**config.mk**
```make
export PLATFORM = sky130hd
export DESIGN_NAME = alu_exec_unit_flat
export DESIGN_NICKNAME = d
export VERILOG_FILES = /design/src/rtl/alu_exec_unit_pkg.sv /design/src/rtl/alu_exec_unit_if.sv /design/src/rtl/alu_exec_unit_mul_iter.sv /design/src/rtl/alu_exec_unit.sv /design/src/flat_wrapper.sv
export SDC_FILE = /design/constraint.sdc
export NUM_CORES = 1
export LEC_CHECK = 0
export BUFFER_PORTS_ARGS = -buffer_cell sky130_fd_sc_hd__clkbuf_2
export CAP_MARGIN = 25
export CORE_MARGIN = 10
export CORE_UTILIZATION = 30
export CTS_BUF_LIST = sky130_fd_sc_hd__clkbuf_4 sky130_fd_sc_hd__clkbuf_8
export DETAILED_ROUTE_END_ITERATION = 10
export HOLD_SLACK_MARGIN = 0.03
export PLACE_DENSITY = 0.53
export SLEW_MARGIN = 20
export SYNTH_ARGS = -nofsm -noshare
export SYNTH_HDL_FRONTEND = slang
export SYNTH_SLANG_ARGS = --single-unit
```
**constraint.sdc**
```tcl
create_clock -name clk -period 3.4 [get_ports clk]
set_input_delay 0.17 -clock clk [delete_from_list [all_inputs] [get_ports clk]]
set_output_delay 0.17 -clock clk [all_outputs]
set_load 0.02 [all_outputs]
```
**src/rtl/alu_exec_unit_pkg.sv**
```systemverilog
// Shared definitions for the ALU execution stage: opcode and state encodings.
// The control FSM stage imports this package too, so the opcode encoding is
// defined in a single place.
package alu_exec_unit_pkg;

    typedef enum logic [2:0] {
        OP_ADD = 3'b000,
        OP_SUB = 3'b001,
        OP_AND = 3'b010,
        OP_OR  = 3'b011,
        OP_XOR = 3'b100,
        OP_SHL = 3'b101,
        OP_SHR = 3'b110,
        OP_MUL = 3'b111
    } opcode_e;

    typedef enum logic [1:0] {
        ST_IDLE = 2'b00,
        ST_EXEC = 2'b01,
        ST_MUL  = 2'b10
    } state_e;

endpackage

```
**src/rtl/alu_exec_unit_if.sv**
```systemverilog
// Command/result bundle between the ALU control FSM (master) and the
// execution stage (slave).
//   start, abort   launch / cancel strobes
//   op, a, b       opcode and operands, sampled on an accepted start
//   result         registered result of the last completed op
//   overflow       overflow flag of the last completed op
//   busy           op in flight, start ignored
//   done           one-cycle pulse when result/overflow are updated
interface alu_exec_unit_if #(
    parameter int WIDTH = 8
);
    logic             start;
    logic             abort;
    logic [2:0]       op;
    logic [WIDTH-1:0] a;
    logic [WIDTH-1:0] b;
    logic [WIDTH-1:0] result;
    logic             overflow;
    logic             busy;
    logic             done;

    modport master (
        output start, abort, op, a, b,
        input  result, overflow, busy, done
    );

    modport slave (
        input  start, abort, op, a, b,
        output result, overflow, busy, done
    );
endinterface

```
**src/rtl/alu_exec_unit_mul_iter.sv**
```systemverilog
// Iterative shift-add unsigned multiplier, one partial product per step.
//   clk, rst   clock, async active-high reset
//   load       capture a/b, clear accumulator, arm WIDTH steps
//   step       add one partial product and advance
//   a, b       operands (used on load only)
//   product    accumulator value including the current step's partial
//              product, so the owner can register the final value on the
//              same edge as the last step
//   last       the current step is the final one
module alu_exec_unit_mul_iter #(
    parameter int WIDTH = 8,
    parameter int SHW   = 3
) (
    input  logic               clk,
    input  logic               rst,
    input  logic               load,
    input  logic               step,
    input  logic [WIDTH-1:0]   a,
    input  logic [WIDTH-1:0]   b,
    output logic [2*WIDTH-1:0] product,
    output logic               last
);

    logic [2*WIDTH-1:0] mcand_q;
    logic [WIDTH-1:0]   mplier_q;
    logic [2*WIDTH-1:0] acc_q;
    logic [SHW-1:0]     count_q;
    logic [2*WIDTH-1:0] acc_next;

    assign acc_next = acc_q + (mplier_q[0] ? mcand_q : '0);
    assign product  = acc_next;
    assign last     = (count_q == '0);

    always_ff @(posedge clk or posedge rst) begin
        if (rst) begin
            mcand_q  <= '0;
            mplier_q <= '0;
            acc_q    <= '0;
            count_q  <= '0;
        end else if (load) begin
            mcand_q  <= {{WIDTH{1'b0}}, a};
            mplier_q <= b;
            acc_q    <= '0;
            count_q  <= SHW'(WIDTH - 1);
        end else if (step) begin
            acc_q    <= acc_next;
            mcand_q  <= mcand_q << 1;
            mplier_q <= mplier_q >> 1;
            count_q  <= count_q - 1'b1;
        end
    end

endmodule

```
**src/rtl/alu_exec_unit.sv**
```systemverilog
// ALU execution stage. Latches opcode and operands on an accepted start,
// computes single-cycle ops in EXEC and multiplies iteratively in MUL, then
// registers result/overflow and pulses done.
//   clk, rst   clock, async active-high reset
//   bus        alu_exec_unit_if slave: start/abort/op/a/b in,
//              result/overflow/busy/done out
//
// state   | meaning
// --------+-----------------------------------------------------------
// IDLE    | waiting for start; result/overflow hold last completed op
// EXEC    | single-cycle op; result written and done pulsed on exit
// MUL     | one shift-add step per cycle; written on the last step
module alu_exec_unit
    import alu_exec_unit_pkg::*;
#(
    parameter int WIDTH = 8,
    parameter int SHW   = 3
) (
    input  logic            clk,
    input  logic            rst,
    alu_exec_unit_if.slave  bus
);

    state_e             state_q, state_d;
    opcode_e            op_q;
    logic [WIDTH-1:0]   a_q, b_q;
    logic [WIDTH-1:0]   result_q;
    logic               overflow_q;
    logic               done_q;

    logic               accept, exec_wr, mul_step, mul_wr;
    logic [2*WIDTH-1:0] mul_product;
    logic               mul_last;

    logic [WIDTH-1:0]   exec_result;
    logic               exec_ovf;
    logic [WIDTH:0]     sum_ext, diff_ext;
    logic [2*WIDTH-1:0] shl_ext;
    logic [SHW-1:0]     sh;

    always_ff @(posedge clk or posedge rst) begin
        if (rst) state_q <= ST_IDLE;
        else     state_q <= state_d;
    end

    // abort takes priority everywhere: in IDLE it suppresses the launch,
    // in EXEC/MUL it drops the op without touching result/overflow.
    always_comb begin
        state_d  = state_q;
        accept   = 1'b0;
        exec_wr  = 1'b0;
        mul_step = 1'b0;
        mul_wr   = 1'b0;
        case (state_q)
            ST_IDLE: begin
                if (bus.start && !bus.abort) begin
                    accept  = 1'b1;
                    state_d = (bus.op == OP_MUL) ? ST_MUL : ST_EXEC;
                end
            end
            ST_EXEC: begin
                state_d = ST_IDLE;
                if (!bus.abort) exec_wr = 1'b1;
            end
            ST_MUL: begin
                if (bus.abort) begin
                    state_d = ST_IDLE;
                end else begin
                    mul_step = 1'b1;
                    if (mul_last) begin
                        mul_wr  = 1'b1;
                        state_d = ST_IDLE;
                    end
                end
            end
            default: state_d = ST_IDLE;
        endcase
    end

    always_ff @(posedge clk or posedge rst) begin
        if (rst) begin
            op_q <= OP_ADD;
            a_q  <= '0;
            b_q  <= '0;
        end else if (accept) begin
            op_q <= opcode_e'(bus.op);
            a_q  <= bus.a;
            b_q  <= bus.b;
        end
    end

    alu_exec_unit_mul_iter #(
        .WIDTH (WIDTH),
        .SHW   (SHW)
    ) u_mul (
        .clk     (clk),
        .rst     (rst),
        .load    (accept),
        .step    (mul_step),
        .a       (bus.a),
        .b       (bus.b),
        .product (mul_product),
        .last    (mul_last)
    );

    // Signed overflow is carry into the sign bit xor carry out of it.
    // Subtraction is a + ~b + 1 so the same rule applies.
    assign sum_ext  = {1'b0, a_q} + {1'b0, b_q};
    assign diff_ext = {1'b0, a_q} + {1'b0, ~b_q} + (WIDTH+1)'(1);
    assign sh       = b_q[SHW-1:0];
    assign shl_ext  = {{WIDTH{1'b0}}, a_q} << sh;

    always_comb begin
        exec_result = '0;
        exec_ovf    = 1'b0;
        case (op_q)
            OP_ADD: begin
                exec_result = sum_ext[WIDTH-1:0];
                exec_ovf    = sum_ext[WIDTH]
                            ^ (sum_ext[WIDTH-1] ^ a_q[WIDTH-1] ^ b_q[WIDTH-1]);
            end
            OP_SUB: begin
                exec_result = diff_ext[WIDTH-1:0];
                exec_ovf    = diff_ext[WIDTH]
                            ^ (diff_ext[WIDTH-1] ^ a_q[WIDTH-1] ^ ~b_q[WIDTH-1]);
            end
            OP_AND: exec_result = a_q & b_q;
            OP_OR:  exec_result = a_q | b_q;
            OP_XOR: exec_result = a_q ^ b_q;
            OP_SHL: begin
                exec_result = shl_ext[WIDTH-1:0];
                exec_ovf    = |shl_ext[2*WIDTH-1:WIDTH];
            end
            OP_SHR: exec_result = a_q >> sh;
            default: begin
                exec_result = '0;
                exec_ovf    = 1'b0;
            end
        endcase
    end

    always_ff @(posedge clk or posedge rst) begin
        if (rst) begin
            result_q   <= '0;
            overflow_q <= 1'b0;
            done_q     <= 1'b0;
        end else begin
            done_q <= exec_wr | mul_wr;
            if (exec_wr) begin
                result_q   <= exec_result;
                overflow_q <= exec_ovf;
            end else if (mul_wr) begin
                result_q   <= mul_product[WIDTH-1:0];
                overflow_q <= |mul_product[2*WIDTH-1:WIDTH];
            end
        end
    end

    assign bus.result   = result_q;
    assign bus.overflow = overflow_q;
    assign bus.done     = done_q;
    assign bus.busy     = (state_q != ST_IDLE);

endmodule

```
**src/flat_wrapper.sv**
```systemverilog
// flat-port wrapper written by rule: the top's interface ports become plain ports
module alu_exec_unit_flat import alu_exec_unit_pkg::*;
#(
    parameter int WIDTH = 8,
    parameter int SHW   = 3
)
  (clk, rst, bus_start, bus_abort, bus_op, bus_a, bus_b, bus_result, bus_overflow, bus_busy, bus_done);
  alu_exec_unit_if #(.WIDTH(WIDTH)) bus_i ();
  input  logic clk;
  input  logic rst;
  input wire logic [$bits(bus_i.start)-1:0] bus_start;
  input wire logic [$bits(bus_i.abort)-1:0] bus_abort;
  input wire logic [$bits(bus_i.op)-1:0] bus_op;
  input wire logic [$bits(bus_i.a)-1:0] bus_a;
  input wire logic [$bits(bus_i.b)-1:0] bus_b;
  output wire logic [$bits(bus_i.result)-1:0] bus_result;
  output wire logic [$bits(bus_i.overflow)-1:0] bus_overflow;
  output wire logic [$bits(bus_i.busy)-1:0] bus_busy;
  output wire logic [$bits(bus_i.done)-1:0] bus_done;
  assign bus_i.start = bus_start;
  assign bus_i.abort = bus_abort;
  assign bus_i.op = bus_op;
  assign bus_i.a = bus_a;
  assign bus_i.b = bus_b;
  assign bus_result = bus_i.result;
  assign bus_overflow = bus_i.overflow;
  assign bus_busy = bus_i.busy;
  assign bus_done = bus_i.done;
  alu_exec_unit #(.WIDTH(WIDTH), .SHW(SHW)) u_core (.clk(clk), .rst(rst), .bus(bus_i));
endmodule
```
### Word-level counts from Yosys, hierarchy flattened

Cells that the tools add are included.

* add/subtract/negate cells: 5
* equal/unequal tests: 11
* shifts and indexed selects: 2
* muxes and demuxes: 28
* bitwise gates (word level): 12
* reductions and logical operators: 11

Operators by type and width (count)
* $mux W16: 5
* $pmux W8 S7: 1
* $mux W8: 4
* $add A8 B8 Y9: 2
* $add A16 B16 Y16: 1
* $reduce_or A8 Y1: 2
* $shl A8 B3 Y16: 1
* $eq A3 B3 Y1 const B: 4
* $mux W1: 10
* $add A9 B1 Y9 const B: 1
* $and A8 B8 Y8: 1
* $mux W2: 4
* $not A8 Y8: 1
* $or A8 B8 Y8: 1
* $shr A8 B3 Y8: 1
* $xor A8 B8 Y8: 1
* $eq A3 B2 Y1 const B: 2
* $logic_not A3 Y1: 2
* $mux W3: 2
* $reduce_bool A2 Y1: 3
* $xor A1 B1 Y1: 6
* $pmux W2 S2: 1
* $eq A3 B1 Y1 const B: 1
* $ne A3 B2 Y1 const B: 1
* 11 further kinds: 11

* bits in registers: 74
* bits of input ports: 23
* output and inout port bits: 11
* logic and storage cells: 80

### Longest topological paths before layout

Gate-level depths: netlist of run 1.

* word-level depth: 8
* depth in mapped cells: 13
* gate-level depth less buffers: 12

### Modules after synthesis

A second synthesis of run 1 with hierarchy kept.

* cells, all modules: 669
* area total of the unflattened synthesis: 5843.1 µm²

By module, submodules not included
* alu_exec_unit: instances 1, cells each 365, area each 3009.1 µm², sequential area each 775.7 µm²
* alu_exec_unit_mul_iter: instances 1, cells each 304, area each 2834.0 µm², sequential area each 1076.0 µm²

### Worst setup path after synthesis of run 1

No wires, ideal clock.

* path type: reg2reg
* start point: register u_core.b_q[1]
* end point: register u_core.result_q[7] (netlist: u_core.bus.result[7])
* library setup time: 0.077 ns
* arrival: 3.001 ns
* data required time: 3.323 ns
* path slack: 0.321 ns
* cell stages (with the launch flop): 14
* path buffers: 2
* clock period less this slack: 3.079 ns
* cells stage by stage: dfrtp_1 clkbuf_1 buf_1 inv_1 ha_1 a21oi_1 o21ai_0 a2111o_1 a31oi_1 o22ai_1 xnor2_1 o311ai_0 nand2_1 a21oi_1

* longest elaborated chain between the ends: 5
* elaborated cells on any way between the ends: 8
* those cells by class: add/sub: 3; shift: 2; mux: 2; bitwise: 1

RTL lines
* from (decl): line alu_exec_unit.sv:26 `logic [WIDTH-1:0] a_q, b_q;`
* from (signal assigned): line alu_exec_unit.sv:88 `b_q <= bus.b;`
* $not A8 Y8: line alu_exec_unit.sv:109 `assign diff_ext = {1'b0, a_q} + {1'b0, ~b_q} + (WIDTH+1)'(1);`
* $add A8 B8 Y9: line alu_exec_unit.sv:109
* $add A9 B1 Y9: line alu_exec_unit.sv:109
* $pmux W8 S7 *: line alu_exec_unit.sv:116 `case (op_q)`
* $mux W8 *: line alu_exec_unit.sv:149 `if (exec_wr) begin`
* to (signal assigned): line alu_exec_unit.sv:150 `result_q <= exec_result;`
* to (signal assigned): line alu_exec_unit.sv:153 `result_q <= mul_product[WIDTH-1:0];`
* to (decl): line alu_exec_unit.sv:27 `logic [WIDTH-1:0] result_q;`

Every way passes the cells marked *; elsewhere a longest branch is shown, timed or not.
A chain may end at the register's enable or synchronous reset.

### Worst setup path after layout of run 1

* start point: register u_core.a_q[0]
* end point: register u_core.result_q[6] (netlist: u_core.bus.result[6])

* longest elaborated chain between the ends: 4
* elaborated cells on any way between the ends: 7
* those cells by class: add/sub: 3; shift: 2; mux: 2

RTL lines
* from (decl): line alu_exec_unit.sv:26
* from (signal assigned): line alu_exec_unit.sv:87 `a_q <= bus.a;`
* $add A8 B8 Y9: line alu_exec_unit.sv:109
* $add A9 B1 Y9: line alu_exec_unit.sv:109
* $pmux W8 S7 *: line alu_exec_unit.sv:116
* $mux W8 *: line alu_exec_unit.sv:149

Marked as above.

==> metrics.yaml, run 1 <==
outcome:
  outcome: "completed"
timing:
  timing.hold.ws_ps: 43.63
  finalClockSkew_ps: 13.16
  finalCritPeriodShare_pct: 89.06
  maxSlewViolCount: 0
  max_freq_mhz: 330.2
  fin_setup_tns_ps: 0
  grt_setup_unrepaired: "false"
  tightest_slew_ps: 812.5
  setup_viol: 0
  fin_ws_ps: 371.9
  fin_crit_ps: 3028
  max_slew_margin_pct: 45.84
  hold_viol_final: 0
power:
  power_density_nw_per_um2: 525.4
  p_leak_nw: 2.790
  peakVddDrop_uv: 217.4
global_routing:
  antenna_found_initial: 0
  grt_max_degree: 40
  grt_usage_pct: 12.97
  grt_first_pass_wirelength_mm: 25.46
  grt_pass1_vias: 4641
  grt_overflow: 0
routing:
  drc: 0
  drt-initial-drc-count: 434
  first_pass_iters: 4
  vias_per_cell: 5.395
  dr_total_vias: 4688
  wl_per_cell_um: 17.82
  ant_nets: 0
  drt-total-wl_mm: 15.49
synth:
  synth_compound_area_share_pct: 24.93
  muxShareOfSynthArea_pct: 2.821
  yosysTopAreaCell: "dfrtp_1"
  synth_top_family_by_area: "compound AO/OA/AOI/OAI gates"
  postSynthCellCount: 612
  synthesis.area_sq_um: 5279
  synth_top_area_share_pct: 35.08
  synth_cell_types: 59
  ys.flop_type: "dfrtp_1"
  yosys_warnings: 0
  synth_common_cells: "84 x nand2_1, 74 x dfrtp_1, 47 x o21ai_0, 42 x a21oi_1, 42 x ha_1"
  synthAdderAreaFrac_pct: 11.09
  syn_avg_cell_area_sq_um: 8.626
  synthXorXnorAreaFrac_pct: 3.982
  yosys.area_share.simple_pct: 17.61
  synth-async-reset-ratio_pct: 100.0
  ys_ff_latch: 74
  synth_enable_flop_cells: 0
  syn-num-nets: 680
  synth_seq_area_share_pct: 35.08
  yosys-top-cells-area: "dfrtp_1 35%, ha_1 10%, nand2_1 6.0%, o21ai_0 4.5%, a21oi_1 4.0%"
  yosysMostFrequentCell: "nand2_1"
clocking:
  cts_made_buffers: 9
  clockBufferDepth: 2
  cts_resized: 0
  clock_latency_ps: 350
  h-tree-depth: 3
  cts.sinks: 74
  path_clk_slew_ps: 90
  tritoncts: "built"
  clockRootBuffer: "clkbuf_8"
critical_path:
  worstSetupEndpointType: "flop"
  critical_path_class: "reg -> reg"
  r2r_slack_ps: 370
  crit_chain: "ha_1 -> fa_1 -> a21o_1 -> a21oi_1 -> o21ba_2 -> nor2b_1 -> o31ai_1 -> xnor2_1 -> nor3_1 -> o41ai_1 -> a21oi_1"
  cp_slowest_stage_delay_ps: 600
  crit_top_cell: "a21oi_1"
  critPathArrivalTime_ps: 3250
  critPathSlowestCell: "o41ai_1"
  r2r-end: "u_core.bus.result[6]"
  regToRegStartpoint: "u_core.a_q[0]"
  worst_r2r_path_depth: 11
  start_kind: "flop"
  crit_path_max_fanout: 5
  worstPathRequired_ps: 3620
min_path:
  worstHoldStart: "bus_b[7]"
  hold-path-endpoint: "u_core.u_mul.mplier_q[7]"
  hold_path_depth: 3
  hold_path.class: "in -> reg"
floorplan:
  io_pins: 34
  start_util_pct: 30.52
  die_area_sq_um: 23300
  dieHeight_um: 152.7
  num_rows: 48
  die_w_um: 152.7
  core_area_sq_um: 17300
layout:
  syn2layout_area_growth_pct: 13.49
  final_nets: 707
  design_area_sq_um: 5991
  insertedDiodeCount: 0
  drive_gt1_share_pct: 12.58
placement:
  portBuffers: 33
  placed_area_sq_um: 5719
  dp_hpwl_mm: 11.60
  gp_congestion: 0.9268
  dp_slack_ps: 409.6
job:
  cap_violations: 0
## worst max path at each step
stage	start	to	slack (ps)
floorplan	u_core.b_q[1]	u_core.bus.result[7]	320
global placement	u_core.u_mul.mplier_q[0]	u_core.bus.overflow	470
detailed placement	u_core.u_mul.mplier_q[0]	u_core.bus.overflow	410
CTS	u_core.u_mul.mplier_q[0]	u_core.bus.overflow	380
global route	u_core.b_q[1]	u_core.bus.result[7]	140
finish	u_core.a_q[0]	u_core.bus.result[6]	370
## per-layer routing
metal / GRT usage, % / part of all wire [%]
met5: 0 / 0
met4: 3.088 / 1.2
met3: 2.625 / 5.4
met2: 19.42 / 44
met1: 18.54 / 49
## repair_timing
action,4_1_cts,5_1_grt
hold buffers,3,0
hold endpoints to repair,25,0
setup buffers,0,0
## metrics by stage
stage / power (mW) / utilization [%] / cells
final: 3.148 / 34.64 / 869
after global routing: 3.353 / 34.64 / 869
after CTS: 3.162 / 34.64 / 869
after detailed placement: 2.299 / 33.07 / 850
after global placement: 2.278 / 33.07 / 850
after floorplan: 1.940 / - / 612
## cell type report
type                            instances  area, sq um
Fill cell                            1809        11310
Multi-Input combinational cell        476         3203
Sequential cell                        74         1852
Timing Repair Buffer                   52        315.3
Tap cell                              225        281.5
Clock buffer                            9        123.9
Clock inverter                          7        117.6
Inverter                               26        97.59
## critical path: cells and delay by family, from the launching register on
kind | cells | cell delay, ps
flops | 1 | 450
compound gates | 6 | 1490
simple gates | 2 | 120
xor+xnor | 1 | 160
fa+ha+maj | 2 | 680
## registers in the layout, indices dropped and copies added (netlist names)
name and count:
u_core.bus.overflow 1, u_core.b_q 8, u_core.u_mul.acc_q 16, u_core.op_q 3, u_core.u_mul.count_q 3, u_core.state_q 2, u_core.bus.result 8, u_core.a_q 8
u_core.u_mul.mcand_q 16, u_core.bus.done 1, u_core.u_mul.mplier_q 8
## layout by cell type, fill, tap and decap left out, drive strengths merged, types with 8 or more instances in the layout
cell type,instances
dfrtp,74
nand2,84
o211ai,8
buf,16
clkbuf,42
a211oi,8
ha,42
nor2,39
xnor2,16
o22ai,9
a22o,23
inv,25
a21oi,42
nor3,10
nand3,17
o21ai,47
xor2,8
and2,18
## where the power goes
part	switching, mW	internal [mW]	total [mW]
Clock	0.359	0.488	0.847
Combinational	0.703	0.479	1.18
Sequential	0.130	0.988	1.12
## cell families (layout without fill, tap and decap cells)
logic type	after synthesis	after routing
AOI/OAI and AO/OA	195	195
xor gates and xnor gates	24	24
adders and majority gates	45	45
buffers and inverters	62	94
DFF	74	74
muxes	11	11
and+or+nand+nor	201	201
(Power assumes the default switching activity.)
==> inputs of run 2 (changes only) <==
ABC_AREA = 1   (was unset)
PLACE_DENSITY = unset   (was 0.53)
==> metrics.yaml, run 2 <==
timing:
  maxSlewViolCount: 0  # unchanged
  fin_crit_ps: 2617  # was 3028 ps
  tightest_slew_ps: 884.9  # was 812.5 ps
  finalCritPeriodShare_pct: 76.96  # was 89.06%
  finalClockSkew_ps: 17.61  # was 13.16 ps
  fin_ws_ps: 783.3  # was 371.9 ps
  hold_viol_final: 0  # unchanged
  grt_setup_unrepaired: "false"  # unchanged
  fin_setup_tns_ps: 0  # unchanged
  setup_viol: 0  # unchanged
  max_freq_mhz: 382.2  # was 330.2 MHz
  max_slew_margin_pct: 40.87  # was 45.84%
job:
  cap_violations: 0  # unchanged
clocking:
  clockRootBuffer: "clkbuf_8"  # unchanged
  tritoncts: "built"  # unchanged
  cts.hold.buffers_added: 8  # was 3
  clockBufferDepth: 2  # unchanged
  cts_setup_buffers: 0  # unchanged
  path_clk_slew_ps: 90  # about the same
  cts_resized: 0  # unchanged
  cts.sinks: 74  # unchanged
  clock_latency_ps: 390  # was 350 ps
  cts_made_buffers: 9  # unchanged
  h-tree-depth: 3  # unchanged
routing:
  drc: 0  # unchanged
  dr_total_vias: 5375  # was 4,688
  drt-total-wl_mm: 16.80  # was 15.49 mm
  vias_per_cell: 4.977  # was 5.395
  ant_nets: 0  # unchanged
  wl_per_cell_um: 15.56  # was 17.82 um
  first_pass_iters: 5  # was 4
  drt-initial-drc-count: 563  # was 434
layout:
  syn2layout_area_growth_pct: 10.80  # was 13.49%
  drive_gt1_share_pct: 9.929  # was 12.58%
  final_cell_mix: "200 x nand2_1, 115 x inv_1, 74 x dfrtp_1, 72 x nand3_1, 64 x o21ai_0"  # was 84 x nand2_1, 74 x dfrtp_1, 47 x o21ai_0, 42 x a21oi_1, 42 x ha_1
  reg_top3: "u_core.u_mul.acc_q (16), u_core.u_mul.mcand_q (16)"  # unchanged
  insertedDiodeCount: 0  # unchanged
  multi_input_area_sq_um: 3223  # was 3203 sq um
  final_nets: 909  # was 707
  seqCellArea_sq_um: 1852  # unchanged
  fillCellCount: 2011  # was 1,809
  final_common_cell: "nand2_1"  # unchanged
synth:
  synth_enable_flop_cells: 0  # unchanged
  ys_ff_latch: 74  # unchanged
  yosysTopAreaCell: "dfrtp_1"  # unchanged
  syn-num-nets: 879  # was 680
  synth_common_cells: "200 x nand2_1, 116 x inv_1, 74 x dfrtp_1, 72 x nand3_1, 64 x o21ai_0"  # was 84 x nand2_1, 74 x dfrtp_1, 47 x o21ai_0, 42 x a21oi_1, 42 x ha_1
  synth_top_area_share_pct: 32.50  # was 35.08%
  yosys_warnings: 0  # unchanged
  postSynthCellCount: 811  # was 612
  synth_seq_area_share_pct: 32.50  # was 35.08%
  syn_avg_cell_area_sq_um: 7.026  # was 8.626 sq um
  ys.flop_type: "dfrtp_1"  # unchanged
  synth_cell_types: 42  # was 59
  synth-async-reset-ratio_pct: 100.0  # unchanged
  synthesis.area_sq_um: 5698  # was 5279 sq um
  yosys-top-cells-area: "dfrtp_1 32%, nand2_1 13%, ha_1 9.2%, inv_1 7.6%, nand3_1 6.3%"  # was dfrtp_1 35%, ha_1 10%, nand2_1 6.0%, o21ai_0 4.5%, a21oi_1 4.0%
  yosysMostFrequentCell: "nand2_1"  # unchanged
power:
  peakVddDrop_uv: 196.6  # was 217.4 uV
  p_leak_nw: 3.316  # was 2.790 nW
  power_density_nw_per_um2: 492.3  # was 525.4 nW/um^2
placement:
  gp_congestion: 0.9517  # was 0.9268
  portBuffers: 33  # unchanged
  dp_slack_ps: 823.6  # was 409.6 ps
  dp_hpwl_mm: 13.28  # was 11.60 mm
critical_path:
  regToRegStartpoint: "u_core.u_mul.mplier_q[0]"  # was u_core.a_q[0]
  critPathArrivalTime_ps: 2900  # was 3250 ps
  worstSetupEndpointType: "flop"  # unchanged
  crit_path_max_fanout: 17  # was 5
  startpoint: "u_core.u_mul.mplier_q[0]"  # was u_core.a_q[0]
  critical_path_class: "reg -> reg"  # unchanged
  start_kind: "flop"  # unchanged
  worstPathRequired_ps: 3680  # was 3620 ps
global_routing:
  grt_pass1_vias: 5153  # was 4,641
  grt_first_pass_wirelength_mm: 27.44  # was 25.46 mm
  grt_overflow: 0  # unchanged
  grt_max_degree: 38  # was 40
  antenna_found_initial: 0  # unchanged
  grt_usage_pct: 13.88  # was 12.97%
floorplan:
  num_rows: 50  # was 48
  die_area_sq_um: 24910  # was 23,300 sq um
  io_pins: 34  # unchanged
  start_util_pct: 30.46  # was 30.52%
  dieHeight_um: 157.8  # was 152.7 um
  die_w_um: 157.8  # was 152.7 um
  core_area_sq_um: 18710  # was 17,300 sq um
outcome:
  outcome: "completed"  # unchanged
min_path:
  hold_path.class: "in -> reg"  # unchanged
  worstHoldStart: "bus_a[1]"  # was bus_b[7]
[run 2: worst max-delay path, stage by stage, from the launching register on]
cell and delay [ps]:
dfrtp_1 570, nand2_1 150, inv_1 50, ha_1 230, fa_1 430, nand3_1 100
nand3_1 140, nand2_1 100, nand2_1 70, nand3b_1 120, nand2_1 60, nand2_1 50
nand2_1 60, nor2_1 110, nand3_1 130, nand2_1 80, nand2_1 50
[run 2: path summary, 6_finish.rpt]
path | slack [ps] | cells after the start | endpoint
setup / recovery | 780 | 16 | u_core.bus.overflow
hold / removal | 50 | 3 | u_core.u_mul.mcand_q[1]
setup reg to reg | 780 | 16 | u_core.bus.overflow
hold reg to reg | 510 | 2 | u_core.u_mul.count_q[2]
max in group asynchronous | 2160 | 4 | u_core.b_q[2]
min in group asynchronous | 360 | 3 | u_core.u_mul.mcand_q[14]
[run 2: stage by stage]
stage | cells | utilization (%) | instance area [sq um] | hold slack [ps] | power (mW)
final | 1080 | 33.75 | 6314 | 49.52 | 3.108
after global routing | 1080 | 33.75 | 6314 | 70.52 | 3.354
after CTS | 1080 | 33.75 | 6314 | 32.07 | 3.112
after detailed placement | 1056 | 32.29 | 6040 | 229.3 | 2.380
after global placement | 1056 | 32.29 | 6040 | 222.3 | 2.378
after floorplan | 811 | - | 5698 | 300.0 | 2.038
[run 2: metal layers]
layer	GRT usage [%]	wire length [um]	share of wire, %
met1	20.24	8631	51
met3	2.632	925	5.5
met2	20.14	6977	42
met5	0	0	0
met4	4.096	267	1.6
[run 2: cell families after synthesis]
kind of cell	count (synthesis)	share of synthesized area (%)
and+or+nand+nor	374	28.37
AOI/OAI and AO/OA	155	16.03
buffers and inverters	151	10.94
DFF	74	32.50
adders and majority gates	45	10.28
xor gates and xnor gates	10	1.537
muxes	2	0.3514
[run 2: layout make-up]
class	count	share of cell area, %
Clock buffer	11	2.398
Clock inverter	5	0.6738
Inverter	123	7.313
Multi-Input combinational cell	586	51.05
Sequential cell	74	29.33
Tap cell	234	4.637
Timing Repair Buffer	47	4.598
[run 2: power by group]
| group | internal [mW] | switching [mW] |
|---|---|---|
| Sequential | 0.997 | 0.123 |
| Clock | 0.317 | 0.400 |
| Combinational | 0.415 | 0.856 |
